`config.mk`:
```
export PLATFORM = sky130hd
export DESIGN_NAME = sd_cmd_frame
export DESIGN_NICKNAME = d
export VERILOG_FILES = /design/src/rtl/sd_cmd_frame.sv
export SDC_FILE = /design/constraint.sdc
export NUM_CORES = 1
export LEC_CHECK = 0
export ABC_CLOCK_PERIOD_IN_PS = 3100
export CAP_MARGIN = 20
export CELL_PAD_IN_SITES_DETAIL_PLACEMENT = 2
export CELL_PAD_IN_SITES_GLOBAL_PLACEMENT = 2
export CORE_UTILIZATION = 35
export DETAILED_ROUTE_END_ITERATION = 16
export MAX_ROUTING_LAYER = met4
export PLACE_DENSITY_LB_ADDON = 0.08
export SLEW_MARGIN = 20
export SYNTH_ARGS = -nofsm -noshare
export SYNTH_HDL_FRONTEND = slang
export SYNTH_SLANG_ARGS = --single-unit
```
`constraint.sdc`:
```
create_clock -name clk -period 3.1 [get_ports clk]
set_input_delay 0.465 -clock clk [delete_from_list [all_inputs] [get_ports clk]]
set_output_delay 0.465 -clock clk [all_outputs]
set_load 0.1 [all_outputs]
```
`src/rtl/sd_cmd_frame.sv`:
```
// sd_cmd_frame: builds the 6-byte SPI-mode SD command frame and streams it over valid/ready.
// Define SD_SDHC_ADDR_EN for SDHC/SDXC block addressing; the default is SDSC byte addressing.
module sd_cmd_frame (
    input  logic        clk,
    input  logic        reset,
    input  logic        start,
    input  logic [5:0]  cmd_index,
    input  logic [15:0] address_in,
    output logic [7:0]  tx_byte,
    output logic        tx_valid,
    input  logic        tx_ready,
    output logic        busy,
    output logic        done
);
    typedef enum logic [1:0] {IDLE, SEND, DONE} state_t;

    state_t      state;
    logic [2:0]  byte_idx;
    logic [6:0]  crc;
    logic [31:0] arg_r;
    logic [31:0] arg_in;
    logic [2:0]  nidx;
    logic [6:0]  crc_next;
    logic [7:0]  next_byte;

    function automatic logic [6:0] crc7_byte(input logic [6:0] c, input logic [7:0] d);
        logic [6:0] r;
        logic       fb;
        r = c;
        for (int i = 7; i >= 0; i--) begin
            fb = d[i] ^ r[6];
            r  = {r[5:0], 1'b0} ^ (fb ? 7'h09 : 7'h00);
        end
        return r;
    endfunction

`ifdef SD_SDHC_ADDR_EN
    assign arg_in = {16'h0000, address_in};
`else
    assign arg_in = {7'b0, address_in, 9'b0};
`endif

    // The byte currently on tx_byte is exactly B[byte_idx], so it feeds the CRC directly.
    always_comb begin
        nidx      = byte_idx + 3'd1;
        crc_next  = crc7_byte(crc, tx_byte);
        next_byte = nidx == 3'd1 ? arg_r[31:24] :
                    nidx == 3'd2 ? arg_r[23:16] :
                    nidx == 3'd3 ? arg_r[15:8]  :
                    nidx == 3'd4 ? arg_r[7:0]   : {crc_next, 1'b1};
    end

    always_ff @(posedge clk or posedge reset) begin
        if (reset) begin
            state    <= IDLE;
            byte_idx <= 3'd0;
            crc      <= 7'd0;
            arg_r    <= 32'd0;
            tx_byte  <= 8'h00;
            tx_valid <= 1'b0;
            busy     <= 1'b0;
            done     <= 1'b0;
        end else begin
            done <= 1'b0;
            case (state)
                IDLE: if (start) begin
                    state    <= SEND;
                    arg_r    <= arg_in;
                    byte_idx <= 3'd0;
                    crc      <= 7'd0;
                    tx_byte  <= {2'b01, cmd_index};
                    tx_valid <= 1'b1;
                    busy     <= 1'b1;
                end
                SEND: if (byte_idx > 3'd5) begin
                    state    <= IDLE;
                    byte_idx <= 3'd0;
                    crc      <= 7'd0;
                    tx_byte  <= 8'h00;
                    tx_valid <= 1'b0;
                    busy     <= 1'b0;
                end else if (tx_ready) begin
                    if (byte_idx == 3'd5) begin
                        state    <= DONE;
                        byte_idx <= 3'd0;
                        tx_byte  <= 8'h00;
                        tx_valid <= 1'b0;
                        busy     <= 1'b0;
                        done     <= 1'b1;
                    end else begin
                        byte_idx <= nidx;
                        crc      <= crc_next;
                        tx_byte  <= next_byte;
                    end
                end
                DONE: state <= IDLE;
                default: begin
                    state    <= IDLE;
                    tx_valid <= 1'b0;
                    busy     <= 1'b0;
                end
            endcase
        end
    end
endmodule
```
* Yosys cells after proc, flatten, opt, wreduce, memory -nomap -nowiden
Cells that the tools add are included.
** Operators by class
- Bitwise logic cells :: 17
- Mux-type cells :: 41
- Eq/ne operators :: 11
- Order comparisons :: 1
- Add/subtract/negate cells :: 1
- Reductions and logical operators :: 7
** Operators with widths (number)
- two-way mux 8 bit :: 8
- XOR 7 x 4 -> 7 bit :: 8
- two-way mux 4 bit :: 8
- two-way mux 7 bit :: 4
- one-hot mux 8 bit (2 select lines) :: 1
- one-hot mux 7 bit (2 select lines) :: 1
- two-way mux 3 bit :: 4
- inequality test 3 bit, second input constant :: 3
- two-way mux 1 bit :: 8
- two-way mux 2 bit :: 4
- AND reduction 4 bit :: 2
- XOR 1 bit :: 8
- equality test 3 x 2 -> 1 bit, second input constant :: 2
- equality test 3 bit, second input constant :: 2
- one-hot mux 3 bit (2 select lines) :: 1
- AND reduction 3 bit :: 2
- one-hot mux 2 bit (2 select lines) :: 1
- adder 3 x 1 -> 3 bit, second input constant :: 1
- equality test 3 x 1 -> 1 bit, second input constant :: 1
- > comparator 3 bit, second input constant :: 1
- one-hot mux 1 bit (3 select lines) :: 1
- equality test 2 x 1 -> 1 bit, second input constant :: 1
- equality test 2 bit, second input constant :: 1
- logical NOT 2 bit :: 1
- other kinds (4) :: 4
** Word-level totals
- Bits of input ports :: 26
- Output and inout port bits :: 11
- Word-level logic and storage cells :: 85
- Flip-flop bits (word level) :: 38

* Depth between registers and ports, before layout
Gate-level depths: netlist of run 1.
- Depth after elaboration :: 32
- Mapped depth :: 9
- Gate-level depth less buffers :: 6

* Worst setup path after synthesis of run 1
No wires, ideal clock.
- Path type :: register -> register
- Start :: register tx_byte[4]
- End :: register tx_byte[1]
- Path buffers :: 0
- Setup time :: 131 ps
- Stages on the path, launching flop included :: 5
- Required time :: 2969 ps
- Clock period less this slack :: 2173 ps
- Data arrival time :: 2042 ps
- Slack :: 927 ps
- Cells stage by stage :: dfrtp_1 > xnor2_1 > xor3_1 > a2111oi_2 > nor3_1
** On the way
- Cells in the longest elaborated chain, start to end :: 17
** RTL lines
- from (decl) :: RTL line 9 : output logic [7:0] tx_byte,
- from (signal assigned) :: RTL line 71 : tx_byte <= {2'b01, cmd_index};
- from (signal assigned) :: RTL line 93 : tx_byte <= next_byte;
- XOR 1 bit :: RTL line 31 : fb = d[i] ^ r[6];
- two-way mux 4 bit :: RTL line 32 : r = {r[5:0], 1'b0} ^ (fb ? 7'h09 : 7'h00);
- XOR 7 x 4 -> 7 bit (4 in a row) :: RTL line 32
- XOR 1 bit :: RTL line 31
- two-way mux 4 bit :: RTL line 32
- XOR 7 x 4 -> 7 bit :: RTL line 32
- two-way mux 8 bit :: RTL line 50 : nidx == 3'd4 ? arg_r[7:0] : {crc_next, 1'b1};
- two-way mux 8 bit :: RTL line 49 : nidx == 3'd3 ? arg_r[15:8] :
- two-way mux 8 bit :: RTL line 48 : nidx == 3'd2 ? arg_r[23:16] :
- two-way mux 8 bit :: RTL line 47 : next_byte = nidx == 3'd1 ? arg_r[31:24] :
- two-way mux 8 bit :: RTL line 83 : if (byte_idx == 3'd5) begin
- two-way mux 8 bit :: RTL line 82 : end else if (tx_ready) begin
- two-way mux 8 bit :: RTL line 75 : SEND: if (byte_idx > 3'd5) begin
- one-hot mux 8 bit (2 select lines) :: RTL line 65 : case (state)
Every way passes these cells. The select of a mux whose other input is x is not followed.
A chain may end at the register's enable or synchronous reset.

* Worst setup path in the final report of run 1
- Start :: input port tx_ready
- End :: register tx_byte[4]
** On the way
- Cells in the longest elaborated chain, start to end :: 2
** RTL lines
- from (decl) :: RTL line 11 : input logic tx_ready,
- inequality test 3 bit (no line)
- AND reduction 3 bit (no line)
Every way passes these cells.

==> results of run 1 <==
through the flow:
stage,hold slack (ns),setup WS [ns]
floorplan,0.473,0.927
global placement,0.484,0.846
detailed placement,0.500,0.638
CTS,0.519,0.929
global route,0.538,0.778
finish,0.515,0.924
cells by family (layout without fill, tap and decap cells):
family / Yosys count / count (layout)
adder cells (fa/ha/maj): 1 / 1
AND/OR/NAND/NOR: 49 / 49
XOR/XNOR: 18 / 18
flip-flops: 38 / 38
buffers and inverters: 16 / 50
AO/OA/AOI/OAI: 54 / 54
multiplexers: 17 / 17
metal layers:
metal,wire length (um),GRT usage,up-vias
met2,3170,0.361,33
met5,0,-,-
met4,76,0.0607,0
met1,2500,0.250,871
met3,217,0.0416,7
li1,-,-,774
final timing paths:
path / start / to / slack [ns] / cells past startpoint
min in group asynchronous: reset / tx_byte[6]$_DFFE_PP0P_ / 0.59 / 3
worst min-delay path: arg_r[20]$_DFFE_PP0P_ / arg_r[20]$_DFFE_PP0P_ / 0.51 / 1
worst min register to register: arg_r[20]$_DFFE_PP0P_ / arg_r[20]$_DFFE_PP0P_ / 0.51 / 1
worst max-delay path: tx_ready / tx_byte[4]$_DFFE_PP0P_ / 0.92 / 5
worst max register to register: byte_idx[2]$_DFFE_PP0P_ / tx_byte[1]$_DFFE_PP0P_ / 0.94 / 6
max in group asynchronous: reset / crc[6]$_DFFE_PP0P_ / 2.16 / 3
final cells by class:
type	instances	area (um2)	share of cell area
Timing Repair Buffer	40	363	0.136
Inverter	2	7.51	0.00281
Clock buffer	7	86.3	0.0323
Sequential cell	38	951	0.356
Clock inverter	1	5.00	0.00187
Tap cell	75	93.8	0.0351
Multi-Input combinational cell	139	1170	0.437
cell usage after synthesis (all sizes together), types with 2 or more instances:
cell / n
dfrtp: 38
mux2: 17
buf: 10
nand2: 10
a21oi: 9
nor2: 8
xnor2: 8
a21o: 7
nor3: 7
o21ai: 6
a32o: 5
nand3b: 5
xnor3: 5
a21boi: 4
clkbuf: 4
xor2: 4
a221oi: 3
a22o: 3
nand2b: 3
nor2b: 3
a22oi: 2
and2: 2
inv: 2
nor3b: 2
nor4bb: 2
o211a: 2
o211ai: 2
o2bb2ai: 2
or2: 2
state kept, by name, summed over array words and instances (netlist names):
name,cells
done,1
byte_idx,3
busy,1
arg_r,16
tx_byte,8
crc,7
state,2
==> impl_summary.md, run 1 <==
Placed design
Routability-driven placement finished with a final weighted congestion of 0.785. In this run the tool buffered the top-level ports with 36 buffer cells. In this run, placement finished with an instance count of 294.

Once placement finished, the instance area stood at 0.00258 mm2. Once detailed placement completed, the half-perimeter wirelength came to 4620 um.

Die
During I/O placement, the number of pins put on the boundary was 37. The floorplan step defined a die boundary enclosing 0.00659 mm2. From left edge to right edge, the die measures 81.2 um. The vertical die dimension is 81.2 um.

For this configuration, the core starts out at a cell density of 0.367. The total area inside the core boundary comes to 0.00599 mm2. The standard-cell row count is 28.

Setup path
The endpoint required time on the critical path is 3.28 ns. The startpoint type of the worst setup path is an input pin. Counting both buffers and inverters, the worst setup path holds a total of 1. The critical path goes through clkdlybuf4s50_1 > a21oi_1 > a21oi_1 > o2111ai_1 > o211a_1.

The arrival time of the worst setup path is 2.36 ns. STA classifies the critical path endpoint as a register. The delay of the slowest critical-path stage is 0.67 ns. The top cell family by delay on the critical path is compound AO/OA/AOI/OAI gates.

The critical path in this run is classified as input pin to register. Of all nets on the critical path, the largest fanout is 9. On the critical path, the stage with the largest delay is an instance of sky130_fd_sc_hd__clkdlybuf4s50_1. The most numerous cell type found on the critical path is sky130_fd_sc_hd__a21oi_1.

GRT
For this run, the total global-route usage over all layers was measured as 0.211. The wire length of the first global-routing pass is 9720 um. Global routing finished with a remaining overflow of 0. The initial antenna violation count was 0. The largest net degree at the start of global routing is 39. The number of global-route vias before repair was 1847.

Synthesis
The compound-cell area share of the yosys netlist was 0.185. The mean cell area of the mapped netlist is 11.4 um2. The parity-gate share of the synthesized area counting xor and xnor cells is 0.125. The arithmetic-cell share of the synthesized area counting full adders, half adders and majority gates is 0.00570.

Yosys printed 0 warnings. The synthesized design contains 0 enable-type register cells. The dominant register cell in the synthesized netlist is sky130_fd_sc_hd__dfrtp_1. The number of nets produced by synthesis is 220. Of the total synthesized cell area, the portion taken by AND, OR, NAND and NOR gates is 0.124.

The portion of synthesized area spent on multiplexers is 0.0889. The area share of the leading cell type in the synthesized netlist is 0.433. sky130_fd_sc_hd__dfrtp_1 takes more of the synthesized area than any other cell. In the post-synthesis netlist, the biggest area contributors are sky130_fd_sc_hd__dfrtp_1, sky130_fd_sc_hd__mux2_2, sky130_fd_sc_hd__xnor3_1.

The post-synthesis cell area is 0.00220 mm2. Counting every instance in the synthesized netlist gives 193. The count of cell types in the netlist is 49.

The share of the Yosys chip area taken by registers is 0.433. After synthesis, the largest family of logic cells by area is compound AO/OA/AOI/OAI gates. The number of register bits inferred by synthesis is 38. Counting flops with an async set or reset pin after synthesis yields a share of 1.00.

Detailed routing
The final wirelength is 5970 um. The count of nets left with antenna violations once routing finished came out at 0. Using the TritonRoute via totals, the vias-per-cell ratio works out to 5.58. In this run, the number of DRC markers left after iteration 0 of detailed routing was 101. The detailed-router iteration count before antenna repair is 4. The number of vias after detailed routing is 1685. The DRC violation count after routing is 0. The per-cell routed wire length is 19.8 um.

Final layout
After the flow finishes, the layout carries non-filler instances totaling 302. The end-of-flow core utilization is 0.446. The final design area excluding fillers is 0.00267 mm2. The fill cell instance count of the final layout is 624.

In the final design database the tool counted 253 nets. In the final layout, the share of cells above drive strength 1 is 0.203. The library cell used most frequently in the layout, excluding fill and tap cells, is sky130_fd_sc_hd__dfrtp_1. In the layout the commonest cells are sky130_fd_sc_hd__dfrtp_1, sky130_fd_sc_hd__clkdlybuf4s50_1, sky130_fd_sc_hd__mux2_2, sky130_fd_sc_hd__buf_4, sky130_fd_sc_hd__nand2_1. The number of antenna diodes in the final layout is 0. The layout overhead on the synthesized area is 21.8%.

Clock network
The tree is rooted in a sky130_fd_sc_hd__clkbuf_8. The clock drives 38 sinks. For this design, the CTS-stage hold fixing added 0 buffers. The buffer depth of the longest clock path is 2. In this run the number of H-tree levels came out at 2. Gates resized during post-CTS repair numbered 0.

The number of setup buffers added after CTS is 0. The total CTS buffers is 5. At the later pin of the worst-skew pair, clock insertion delay measures 0.29 ns. The clock transition at the register clock pins on the worst setup and hold paths after CTS is 0.07 ns. The clock tree from TritonCTS is built.

STA
The slew at the pin with the worst max-slew slack is 0.734 ns. Setup violations remaining at the end of the flow were counted as 0. The clock skew is 0.00616 ns.

The total count of max-transition violations in the final report is 0. The final critical-path required period is 2.18 ns. The maximum clock frequency is 0.460 GHz. The post-route setup TNS is 0 ns. The hold violation count in the final report is 0. Setup repair after global routing left no endpoint under its margin.

Measured against its own limit, the worst slew margin works out to 0.511. Of the available clock period, the critical path in the final layout requires 0.702.

Job
The number of max-cap violations is 0.

Worst hold path
The tightest min-delay check is of the register to register type.

Run status
The flow ran to the end, and the final reports show no timing, DRC or antenna violations.
Power of run 1 is not shown: default switching activity piles up to over one toggle a cycle in this logic, so the estimate is an artifact.
==> run 2: changes to the inputs <==
Settings changed: ABC_CLOCK_PERIOD_IN_PS 3100 to 1900, CORE_UTILIZATION 35 to 31.
Clock period 3.1 ns to 1.9 ns, I/O delays scaled along.
==> run 2 against run 1 <==
  * Sequential share of layout area decreased by 2.4 points
  * Via count rose by 3.0%
  * Sequential cell count is the same
  * Die area rose by 13%
  * First-iteration DRC count fell by 48%
  * Non-clock buffer count up 18
  * Register-to-register slack lost 0.84 ns
  * Hold slack worse by 0.11 ns
  * Global-route usage down 1.2 points
  * Cell count grew 13%
  * Clock skew up 0.0021 ns
  * Worst setup slack worse by 0.82 ns
  * Largest cell class unchanged
==> impl_summary.md, run 2 (same netlist as run 1, synthesis figures left out) <==
STA
The post-route setup TNS is 0 ns. The hold violation count in the final report is 0. The ratio of final minimum period to clock period is 0.947. For the finished layout, the period the worst path requires is 1.80 ns. Setup violations remaining at the end of the flow were counted as 0. For this run, the top clock speed supported by timing is 0.556 GHz. Across the routed clock network, the largest skew measured is 0.00826 ns. The tightest slew margin relative to the limit is 0.653.

The slew at the pin with the worst max-slew slack is 0.521 ns. The total count of max-transition violations in the final report is 0.

Die
In this run the core area contains 30 standard-cell rows. The placeable core area is 0.00683 mm2. The vertical die dimension is 86.2 um. The floorplan die width is 86.2 um. The initial standard-cell utilization of the core is 0.321. For this design the top-level I/O count stands at 37. The die footprint is 0.00742 mm2.

Clock network
The H-tree was split into 2 levels. For this design, the sink count on the clock tree is 38. In this run the post-CTS setup repair buffer count came out at 0. The clock transition at the register clock pins on the worst setup and hold paths after CTS is 0.08 ns.

The longest clock path from root to sink contains 2 buffers. The total CTS buffers is 5. TritonCTS built the clock tree. Clock tree synthesis selected as its root buffer the cell sky130_fd_sc_hd__clkbuf_8. The clock latency of the later-clocked register in the worst-skew pair is 0.30 ns.

Setup path
In this run the critical register-to-register path is launched from byte_idx[1]$_DFFE_PP0P_. Counting cells, the worst reg-to-reg path comes to 6. STA classifies the critical path startpoint as a register.

Along the worst path, the maximum fanout reaches 6. The arrival time of the worst setup path is 1.97 ns. The endpoint required time on the critical path is 2.08 ns. The type of the worst setup path is register to register. STA classifies the critical path endpoint as a register. The critical path starts at byte_idx[1]$_DFFE_PP0P_.

Final layout
The register with the most flip-flops in the layout has 16 of them. The number of nets in the final layout is 271. At the end of the flow the core is filled with cells to 0.425. The repair_antennas step left the layout with diodes totalling 0. The top cell types in the final layout, fill and taps aside, are sky130_fd_sc_hd__dfrtp_1, sky130_fd_sc_hd__buf_4, sky130_fd_sc_hd__clkdlybuf4s50_1, sky130_fd_sc_hd__mux2_2, sky130_fd_sc_hd__nand2_1. The top register by number of flip-flops is arg_r. In the final layout, the registers with the most flip-flops are arg_r x16, tx_byte x8, crc x7. The fraction of layout cells with a size suffix above 1 is 0.310. Relative to the synthesized area, the layout overhead comes to 32.1%.

Worst hold path
The worst hold path belongs to the class input pin to asynchronous set/reset pin.

Placed design
At the end of routability-driven placement, the weighted congestion stood at 0.784. The estimated wirelength of the detail-placed design is 4920 um. During placement, the flow inserted port buffers numbering 36.

GRT
The number of global-route vias before repair is 1950. The largest net degree at the start of global routing is 39. The total global routing overflow is 0. The initial antenna violation count is 0. The combined global-route utilization of all metal layers is 0.198. The wire length of the first global-routing pass is 10600 um.

Detailed routing
In the routed layout, each cell is associated on average with a via count of 5.09. The final wirelength is 6370 um. The final route contains 1735 vias. The detailed-router iteration count before antenna repair is 4. For this run, design rule violations remaining after detail routing come to 0. In this run the remaining antenna-violating nets after routing total 0. The first routing iteration left 53 violations. The per-cell routed wire length is 18.7 um.

Job
The number of max-cap violations is 0.

Run status
The flow ran to the end, and the final reports show no timing, DRC or antenna violations.
## run 2: per-stage QoR
stage	setup slack [ns]	std cells	hold slack (ns)	cell area, um2
6_report	0.101	341	0.408	2900
3_5_place_dp	0.00955	333	0.503	2790
3_3_place_gp	0.0863	333	0.490	2790
5_1_grt	-0.00734	341	0.483	2900
2_1_floorplan	0.0114	193	0.437	2210
4_1_cts	0.0319	341	0.441	2880
## run 2: layout make-up
class | count | area, um2
fillers | 724 | 3930
multi-input cells | 139 | 1180
clock inverters | 1 | 5.00
inverters | 2 | 7.51
clock buffers | 7 | 86.3
well taps | 96 | 120
flip-flops and latches | 38 | 961
repair buffers | 58 | 536
## run 2: worst paths after layout
path	slack (ns)	end
setup / recovery	0.10	tx_byte[5]$_DFFE_PP0P_
setup reg to reg	0.10	tx_byte[5]$_DFFE_PP0P_
hold / removal	0.41	done$_DFF_PP0_
hold reg to reg	0.52	crc[0]$_DFFE_PP0P_
min in group clk	0.52	crc[0]$_DFFE_PP0P_
max in group asynchronous	1.10	tx_byte[2]$_DFFE_PP0P_
## run 2: layer usage
metal / vias up / share of wire / global-route usage
met1: 884 / 0.47 / 0.253
met5: - / 0 / -
met3: 10 / 0.024 / 0.0327
li1: 809 / - / -
met2: 32 / 0.49 / 0.319
met4: 0 / 0.019 / 0.0697
## run 2: critical path, cell delays in order (launching register included)
cell and delay, ns:
sky130_fd_sc_hd__dfrtp_1 0.38, sky130_fd_sc_hd__and2_1 0.16, sky130_fd_sc_hd__ha_1 0.38, sky130_fd_sc_hd__nor2b_2 0.24, sky130_fd_sc_hd__nand2_1 0.08, sky130_fd_sc_hd__a221oi_1 0.37
sky130_fd_sc_hd__a211oi_1 0.09
## run 2: repair_timing
item                       in CTS  in global routing
hold buffers                    0                  0
setup endpoints to repair       0                  6
gates resized for setup         0                  4
Power of run 2 is left out for the same reason.
==> run 3: changes to the inputs <==
Settings changed: HOLD_SLACK_MARGIN set to 0.1.
==> results of run 3 <==
Same layout as run 2: the final DEF is identical, and so are final timing and power.
Power of run 3 is left out for the same reason.
